<file path="config.mk">
export PLATFORM = sky130hd
export DESIGN_NAME = mul_cpa_resolver_flat
export DESIGN_NICKNAME = d
export VERILOG_FILES = /design/src/rtl/mul_cpa_resolver_pkg.sv /design/src/rtl/mul_cpa_resolver_if.sv /design/src/rtl/mul_cpa_resolver_chunk.sv /design/src/rtl/mul_cpa_resolver.sv /design/src/flat_wrapper.sv
export SDC_FILE = /design/constraint.sdc
export NUM_CORES = 1
export LEC_CHECK = 0
export BUFFER_PORTS_ARGS = -buffer_cell sky130_fd_sc_hd__buf_2
export CORE_MARGIN = 4
export CORE_UTILIZATION = 30
export CTS_CLUSTER_DIAMETER = 100
export CTS_CLUSTER_SIZE = 24
export DETAILED_ROUTE_END_ITERATION = 6
export GPL_TIMING_DRIVEN = 0
export PLACE_DENSITY_LB_ADDON = 0.2
export SLEW_MARGIN = 25
export SYNTH_ARGS = -nofsm -noshare
export SYNTH_HDL_FRONTEND = slang
export SYNTH_SLANG_ARGS = --single-unit
</file>
<file path="constraint.sdc">
create_clock -name clk -period 5 [get_ports clk]
set_input_delay 0.5 -clock clk [delete_from_list [all_inputs] [get_ports clk]]
set_output_delay 0.5 -clock clk [all_outputs]
set_load 0.02 [all_outputs]
</file>
<file path="src/rtl/mul_cpa_resolver_pkg.sv">
// Shared definitions for the Booth multiplier carry-propagate resolver:
// widths, chunking and the resolver state encoding.
package mul_pkg;

   localparam int MUL_WIDTH  = 64;
   localparam int MUL_CHUNK  = 16;
   localparam int NUM_CHUNKS = MUL_WIDTH / MUL_CHUNK;
   localparam int IDX_W      = (NUM_CHUNKS > 1) ? $clog2(NUM_CHUNKS) : 1;

   typedef enum logic [1:0] {
      IDLE = 2'd0,
      ADD  = 2'd1,
      DONE = 2'd2
   } cpa_state_t;

endpackage

</file>
<file path="src/rtl/mul_cpa_resolver_if.sv">
// Operand/result handshake bundle between the CSA tree, the resolver and writeback.
interface mul_cpa_resolver_if
   import mul_pkg::*;
#(
   parameter int WIDTH = MUL_WIDTH
);

   logic             in_valid;
   logic             in_ready;
   logic [WIDTH-1:0] in_sum;
   logic [WIDTH-1:0] in_carry;
   logic             out_valid;
   logic             out_ready;
   logic [WIDTH-1:0] out_product;
   logic             busy;

   modport slave (
      input  in_valid, in_sum, in_carry, out_ready,
      output in_ready, out_valid, out_product, busy
   );

   modport master (
      output in_valid, in_sum, in_carry, out_ready,
      input  in_ready, out_valid, out_product, busy
   );

endinterface

</file>
<file path="src/rtl/mul_cpa_resolver_chunk.sv">
// Narrow ripple adder slice reused by the resolver on every ADD cycle.
module cpa_chunk
   import mul_pkg::*;
#(
   parameter int CHUNK = MUL_CHUNK
) (
   input  logic [CHUNK-1:0] a,
   input  logic [CHUNK-1:0] b,
   input  logic             cin,
   output logic [CHUNK-1:0] s,
   output logic             cout
);

   logic [CHUNK:0] w_total;

   assign w_total   = {1'b0, a} + {1'b0, b} + {{CHUNK{1'b0}}, cin};
   assign {cout, s} = w_total;

endmodule

</file>
<file path="src/rtl/mul_cpa_resolver.sv">
// Resolves the CSA tree's sum/carry vectors into one product, CHUNK bits per
// cycle through a single narrow adder with a registered carry between slices.
module mul_cpa_resolver
   import mul_pkg::*;
#(
   parameter int WIDTH = MUL_WIDTH,
   parameter int CHUNK = MUL_CHUNK
) (
   input logic               clk,
   input logic               reset_n,
   mul_cpa_resolver_if.slave bus
);

   localparam int N_CH = WIDTH / CHUNK;
   localparam int IW   = (N_CH > 1) ? $clog2(N_CH) : 1;
   localparam logic [IW-1:0] LAST_IDX = IW'(N_CH - 1);

   generate
      if (WIDTH % CHUNK != 0) begin : g_badChunk
         $error("mul_cpa_resolver: WIDTH must be a multiple of CHUNK");
      end
   endgenerate

   cpa_state_t       r_state;
   cpa_state_t       w_nextState;
   logic [WIDTH-1:0] r_opSum;
   logic [WIDTH-1:0] r_opCarry;
   logic [WIDTH-1:0] r_result;
   logic [IW-1:0]    r_idx;
   logic             r_carry;

   logic             w_inReady;
   logic             w_outValid;
   logic             w_busy;
   logic             w_capture;
   logic [31:0]      w_base;
   logic [CHUNK-1:0] w_sliceA;
   logic [CHUNK-1:0] w_sliceB;
   logic [CHUNK-1:0] w_chunkSum;
   logic             w_chunkCout;

   assign w_base   = 32'(r_idx) * 32'(CHUNK);
   assign w_sliceA = r_opSum[w_base +: CHUNK];
   assign w_sliceB = r_opCarry[w_base +: CHUNK];

   cpa_chunk #(.CHUNK(CHUNK)) u_chunk (
      .a    (w_sliceA),
      .b    (w_sliceB),
      .cin  (r_carry),
      .s    (w_chunkSum),
      .cout (w_chunkCout)
   );

   // in_ready looks only at state and out_ready so upstream never sees a loop through in_valid
   always_comb begin
      w_nextState = r_state;
      w_inReady   = 1'b0;
      w_outValid  = 1'b0;
      w_busy      = 1'b0;
      unique case (r_state)
         IDLE: begin
            w_inReady = 1'b1;
            if (bus.in_valid) w_nextState = ADD;
         end
         ADD: begin
            w_busy = 1'b1;
            if (r_idx == LAST_IDX) w_nextState = DONE;
         end
         DONE: begin
            w_outValid = 1'b1;
            w_inReady  = bus.out_ready;
            if (bus.out_ready) w_nextState = bus.in_valid ? ADD : IDLE;
         end
         default: w_nextState = IDLE;
      endcase
   end

   assign w_capture = bus.in_valid & w_inReady;

   always_ff @(posedge clk or negedge reset_n) begin
      if (!reset_n) begin
         r_state   <= IDLE;
         r_opSum   <= '0;
         r_opCarry <= '0;
         r_result  <= '0;
         r_idx     <= '0;
         r_carry   <= 1'b0;
      end else begin
         r_state <= w_nextState;
         if (w_capture) begin
            r_opSum   <= bus.in_sum;
            r_opCarry <= bus.in_carry;
            r_idx     <= '0;
            r_carry   <= 1'b0;
         end else if (r_state == ADD) begin
            // The carry out of the top slice is simply dropped: result is modulo 2^WIDTH
            r_result[w_base +: CHUNK] <= w_chunkSum;
            r_carry                   <= w_chunkCout;
            r_idx                     <= r_idx + IW'(1);
         end
      end
   end

   assign bus.in_ready    = w_inReady;
   assign bus.out_valid   = w_outValid;
   assign bus.busy        = w_busy;
   assign bus.out_product = r_result;

endmodule
</file>
<file path="src/flat_wrapper.sv">
// flat-port wrapper written by rule: the top's interface ports become plain ports
module mul_cpa_resolver_flat import mul_pkg::*;
#(
   parameter int WIDTH = MUL_WIDTH,
   parameter int CHUNK = MUL_CHUNK
)
  (clk, reset_n, bus_in_valid, bus_in_sum, bus_in_carry, bus_out_ready, bus_in_ready, bus_out_valid, bus_out_product, bus_busy);
  mul_cpa_resolver_if #(.WIDTH(WIDTH)) bus_i ();
  input logic clk;
  input logic reset_n;
  input wire logic [$bits(bus_i.in_valid)-1:0] bus_in_valid;
  input wire logic [$bits(bus_i.in_sum)-1:0] bus_in_sum;
  input wire logic [$bits(bus_i.in_carry)-1:0] bus_in_carry;
  input wire logic [$bits(bus_i.out_ready)-1:0] bus_out_ready;
  output wire logic [$bits(bus_i.in_ready)-1:0] bus_in_ready;
  output wire logic [$bits(bus_i.out_valid)-1:0] bus_out_valid;
  output wire logic [$bits(bus_i.out_product)-1:0] bus_out_product;
  output wire logic [$bits(bus_i.busy)-1:0] bus_busy;
  assign bus_i.in_valid = bus_in_valid;
  assign bus_i.in_sum = bus_in_sum;
  assign bus_i.in_carry = bus_in_carry;
  assign bus_i.out_ready = bus_out_ready;
  assign bus_in_ready = bus_i.in_ready;
  assign bus_out_valid = bus_i.out_valid;
  assign bus_out_product = bus_i.out_product;
  assign bus_busy = bus_i.busy;
  mul_cpa_resolver #(.WIDTH(WIDTH), .CHUNK(CHUNK)) u_core (.clk(clk), .reset_n(reset_n), .bus(bus_i));
endmodule
</file>
==> impl_metrics.sql <==
INSERT INTO impl_metrics (metric_group, metric, value, unit) VALUES
('final_layout', 'antenna_cells', '0', ''),
('placed_design', 'globalplace.congestion', '0.815', ''),
('floorplanning', 'initial_core_util', '30.7', '%'),
('clock_network', 'tritoncts.num_buffers', '17', ''),
('clock_network', 'cts_max_path_buffers', '2', ''),
('logic_synthesis', 'synth_seq_cells', '197', ''),
('timing', 'slew_at_the_pin_closest_to_its_max_slew_limit', '0.923', 'ns'),
('timing', 'slew_viol_final', '0', ''),
('critical_path', 'worstPathArrival', '4.50', 'ns'),
('pwr', 'p_leak', '5.96', 'nW'),
('floorplanning', 'pin_count', '199', ''),
('clock_network', 'cts.root.buffer_cell', 'sky130_fd_sc_hd__clkbuf_16', ''),
('final_layout', 'post_route_cells_drive_above_1_share', '25.1', '%'),
('floorplanning', 'die_height', '183', 'µm'),
('clock_network', 'clkSinkCount', '197', ''),
('critical_path', 'largest_fanout_on_the_critical_path', '10', ''),
('timing', 'final.setup_skew', '0.0181', 'ns'),
('timing', 'timing.final.setup_violations', '0', ''),
('final_layout', 'final_nets', '1294', ''),
('routing', 'routed_wire_length_per_instance', '19.2', 'µm'),
('clock_network', 'worstSkewPairLatency', '0.44', 'ns'),
('logic_synthesis', 'asyncSetResetFlopFracSynth', '100', '%'),
('floorplanning', 'area_of_the_core', '30000', 'µm²'),
('routing', 'dr_total_vias', '7467', ''),
('routing', 'drc_errors', '0', ''),
('timing', 'period_share', '84.4', '%'),
('logic_synthesis', 'synth_flop_cell', 'sky130_fd_sc_hd__dfrtp_1', ''),
('routing', 'drt_first_pass_iters', '6', ''),
('global_routing', 'largest_net_degree_at_the_start_of_global_routing', '90', ''),
('final_layout', 'area_growth_syn_to_layout', '23.7', '%'),
('logic_synthesis', 'synth_nets', '1074', ''),
('pwr', 'irDropWorstVdd', '0.412', 'mV'),
('critical_path', 'setup.worst_path.start_class', 'flop', ''),
('logic_synthesis', 'yosys.area.top_type_share', '53.6', '%'),
('routing', 'vias_per_cell', '4.84', ''),
('logic_synthesis', 'synth_commonest_cells', '426 x sky130_fd_sc_hd__nand2_1, 197 x sky130_fd_sc_hd__dfrtp_1, 35 x sky130_fd_sc_hd__clkbuf_1', ''),
('floorplanning', 'die_area', '33500', 'µm²'),
('run_status', 'outcome', 'completed', ''),
('global_routing', 'grt_first_pass_wirelength', '45.5', 'mm'),
('clock_network', 'cts.htree.levels', '4', ''),
('routing', 'drt-initial-drc-count', '542', ''),
('logic_synthesis', 'syn_area_per_cell', '10.0', 'µm²'),
('min_path', 'worst_hold_path_type', 'in -> reg', ''),
('logic_synthesis', 'ys_seq_area_share', '53.6', '%'),
('clock_network', 'tritoncts_clock_tree', 'built', ''),
('flow_run', 'cap_viol_max_count', '0', ''),
('timing', 'relSlewSlack', '37.9', '%'),
('timing', 'unrepaired_setup_endpoints_after_global_routing', 'no', ''),
('logic_synthesis', 'yosys-top-cells-area', 'sky130_fd_sc_hd__dfrtp_1 54%, sky130_fd_sc_hd__nand2_1 17%, sky130_fd_sc_hd__mux4_2 7.8%', ''),
('logic_synthesis', 'synth-warning-count', '0', ''),
('timing', 'fin_ws', '0.780', 'ns'),
('clock_network', 'worst_setup_hold_path_clk_slew', '0.09', 'ns'),
('timing', 'hold_viol_final', '0', ''),
('logic_synthesis', 'cell_area_after_technology_mapping', '9200', 'µm²'),
('critical_path', 'cp.required', '5.28', 'ns'),
('placed_design', 'preCtsSetupSlack', '0.762', 'ns'),
('critical_path', 'critical_path_class', 'reg -> reg', ''),
('timing', 'timing.fmax', '0.237', 'GHz'),
('timing', 'totalNegativeSetupSlack', '0', 'ns'),
('placed_design', 'port_buffers', '198', ''),
('logic_synthesis', 'synth-edff-count', '0', ''),
('logic_synthesis', 'post-synth-top-count-cell', 'sky130_fd_sc_hd__nand2_1', ''),
('critical_path', 'timing.critical_path.to_type', 'flop', ''),
('routing', 'antenna_left', '0', ''),
('placed_design', 'place.detailed.hpwl', '22.3', 'mm'),
('global_routing', 'vias_in_the_first_global_route', '7574', ''),
('pwr', 'power_density_over_the_cells', '801', 'nW/µm²'),
('clock_network', 'post_cts_repair_timing_setup_buffer_count', '0', ''),
('logic_synthesis', 'synth.largest_area_cell', 'sky130_fd_sc_hd__dfrtp_1', ''),
('timing', 'fin_crit', '4.22', 'ns'),
('global_routing', 'number_of_antenna_violations_at_the_first_check_in_global_routing', '0', ''),
('pwr', 'totalPowerFinal', '9.12', 'mW'),
('logic_synthesis', 'synthDistinctLibCells', '51', ''),
('logic_synthesis', 'synth_cells', '920', ''),
('global_routing', 'groute.usage.overall', '17.7', '%'),
('floorplanning', 'die_w', '183', 'µm'),
('floorplanning', 'num_rows', '63', ''),
('routing', 'routed_wirelength', '29.7', 'mm'),
('global_routing', 'gr-total-overflow', '0', '');
==> layer usage <==
layer	track usage, %	share of wire, %	vias up
met5	0	0	-
met4	3.87	1.4	0
met3	3.47	6.0	20
met2	27.8	46	241
met1	25.7	47	3624
li1	-	-	3582
==> kinds of logic (layout without fill, tap and decap cells) <==
logic type | count (synthesis) | after routing | share of synthesized area (%)
AND/OR/NAND/NOR | 479 | 479 | 21.2
flip-flops | 197 | 197 | 53.6
AO/OA/AOI/OAI | 124 | 124 | 10.9
buffers and inverters | 60 | 293 | 2.69
multiplexers | 32 | 32 | 7.83
adder cells (fa/ha/maj) | 22 | 22 | 3.16
XOR/XNOR | 6 | 6 | 0.571
==> critical path: stages (launching register included) <==
cell                       delay (ns)
sky130_fd_sc_hd__dfrtp_1         0.46
sky130_fd_sc_hd__buf_2           0.39
sky130_fd_sc_hd__buf_2           0.45
sky130_fd_sc_hd__mux4_2          0.61
sky130_fd_sc_hd__ha_1            0.41
sky130_fd_sc_hd__a21o_1          0.24
sky130_fd_sc_hd__a31o_2          0.27
sky130_fd_sc_hd__o2111a_1        0.27
sky130_fd_sc_hd__nor4_1          0.79
sky130_fd_sc_hd__o31ai_1         0.15
==> where the power goes <==
group / switching [mW] / internal (mW) / total (mW) / leakage, nW
sequential: 0.382 / 2.27 / 2.66 / 2.53
clock: 0.725 / 0.732 / 1.46 / 0.306
combinational: 3.25 / 1.76 / 5.01 / 3.13
==> path summary, 6_finish.rpt <==
path,from,endpoint,slack [ns],cells past startpoint
min,bus_in_sum[55],u_core.r_opSum[55],0.24,3
max,u_core.r_idx[0],u_core.bus.out_product[31],0.78,9
min reg2reg,u_core.bus.out_product[23],u_core.bus.out_product[23],0.47,2
min in group asynchronous,reset_n,u_core.r_opCarry[21],0.49,2
max reg2reg,u_core.r_idx[0],u_core.bus.out_product[31],0.78,9
max in group asynchronous,reset_n,u_core.r_opSum[15],3.76,3
==> repair_timing <==
action | CTS | global route
hold buffers | 1 | 0
resized for setup | 0 | 0
hold endpoints to repair | 25 | 0
==> layout make-up <==
cell class	count	area [µm²]
Tap cell	390	488
Multi-Input combinational cell	663	4020
Inverter	6	22.5
Sequential cell	197	4930
Timing Repair Buffer	201	1070
Buffer	54	225
Clock buffer	17	425
Fill cell	3122	18600
Clock inverter	15	204
==> registers in the layout, indices dropped and copies added (netlist names) <==
signal	cells
u_core.bus.out_product	64
u_core.r_state	2
u_core.r_opCarry	64
u_core.r_carry	1
u_core.r_idx	2
u_core.r_opSum	64
==> cells in the final DEF (no fill, tap or decap), types with 3 or more instances in the layout <==
| master | synthesis | routed |
|---|---|---|
| sky130_fd_sc_hd__o211ai_1 | 13 | 13 |
| sky130_fd_sc_hd__xnor2_1 | 5 | 5 |
| sky130_fd_sc_hd__nor2b_1 | 3 | 3 |
| sky130_fd_sc_hd__or4_1 | 4 | 4 |
| sky130_fd_sc_hd__nand2_1 | 426 | 426 |
| sky130_fd_sc_hd__o31a_1 | 5 | 5 |
| sky130_fd_sc_hd__inv_1 | 6 | 6 |
| sky130_fd_sc_hd__a22o_1 | 33 | 33 |
| sky130_fd_sc_hd__clkbuf_1 | 35 | 35 |
| sky130_fd_sc_hd__nor3_1 | 3 | 3 |
| sky130_fd_sc_hd__a32o_1 | 7 | 7 |
| sky130_fd_sc_hd__a21o_1 | 9 | 9 |
| sky130_fd_sc_hd__or3_1 | 3 | 3 |
| sky130_fd_sc_hd__o2111ai_1 | 5 | 5 |
| sky130_fd_sc_hd__o31ai_1 | 13 | 13 |
| sky130_fd_sc_hd__clkinv_8 | 0 | 5 |
| sky130_fd_sc_hd__nand3b_4 | 3 | 3 |
| sky130_fd_sc_hd__clkbuf_16 | 0 | 17 |
| sky130_fd_sc_hd__dfrtp_1 | 197 | 197 |
| sky130_fd_sc_hd__a31oi_1 | 3 | 3 |
| sky130_fd_sc_hd__ha_1 | 20 | 20 |
| sky130_fd_sc_hd__and3_1 | 3 | 3 |
| sky130_fd_sc_hd__buf_2 | 15 | 212 |
| sky130_fd_sc_hd__nand2b_1 | 4 | 4 |
| sky130_fd_sc_hd__a21oi_1 | 11 | 11 |
| sky130_fd_sc_hd__and2_1 | 4 | 4 |
| sky130_fd_sc_hd__mux4_2 | 32 | 32 |
| sky130_fd_sc_hd__nand3_1 | 8 | 8 |
| sky130_fd_sc_hd__nor2_1 | 10 | 10 |
| sky130_fd_sc_hd__o21ai_0 | 7 | 7 |
| sky130_fd_sc_hd__buf_1 | 3 | 3 |
| sky130_fd_sc_hd__inv_8 | 0 | 4 |
| sky130_fd_sc_hd__o21a_1 | 5 | 5 |
==> stage by stage <==
step	util (%)	instances	instance area (µm²)	hold slack (ns)
after floorplan	-	920	9200	0.204
after global placement	35.7	1508	10700	0.453
after detailed placement	35.9	1510	10700	0.372
after CTS	38.0	1543	11400	0.216
after global routing	38.0	1543	11400	0.212
final	38.0	1543	11400	0.237
No activity file was read; power rests on OpenSTA's default activity.
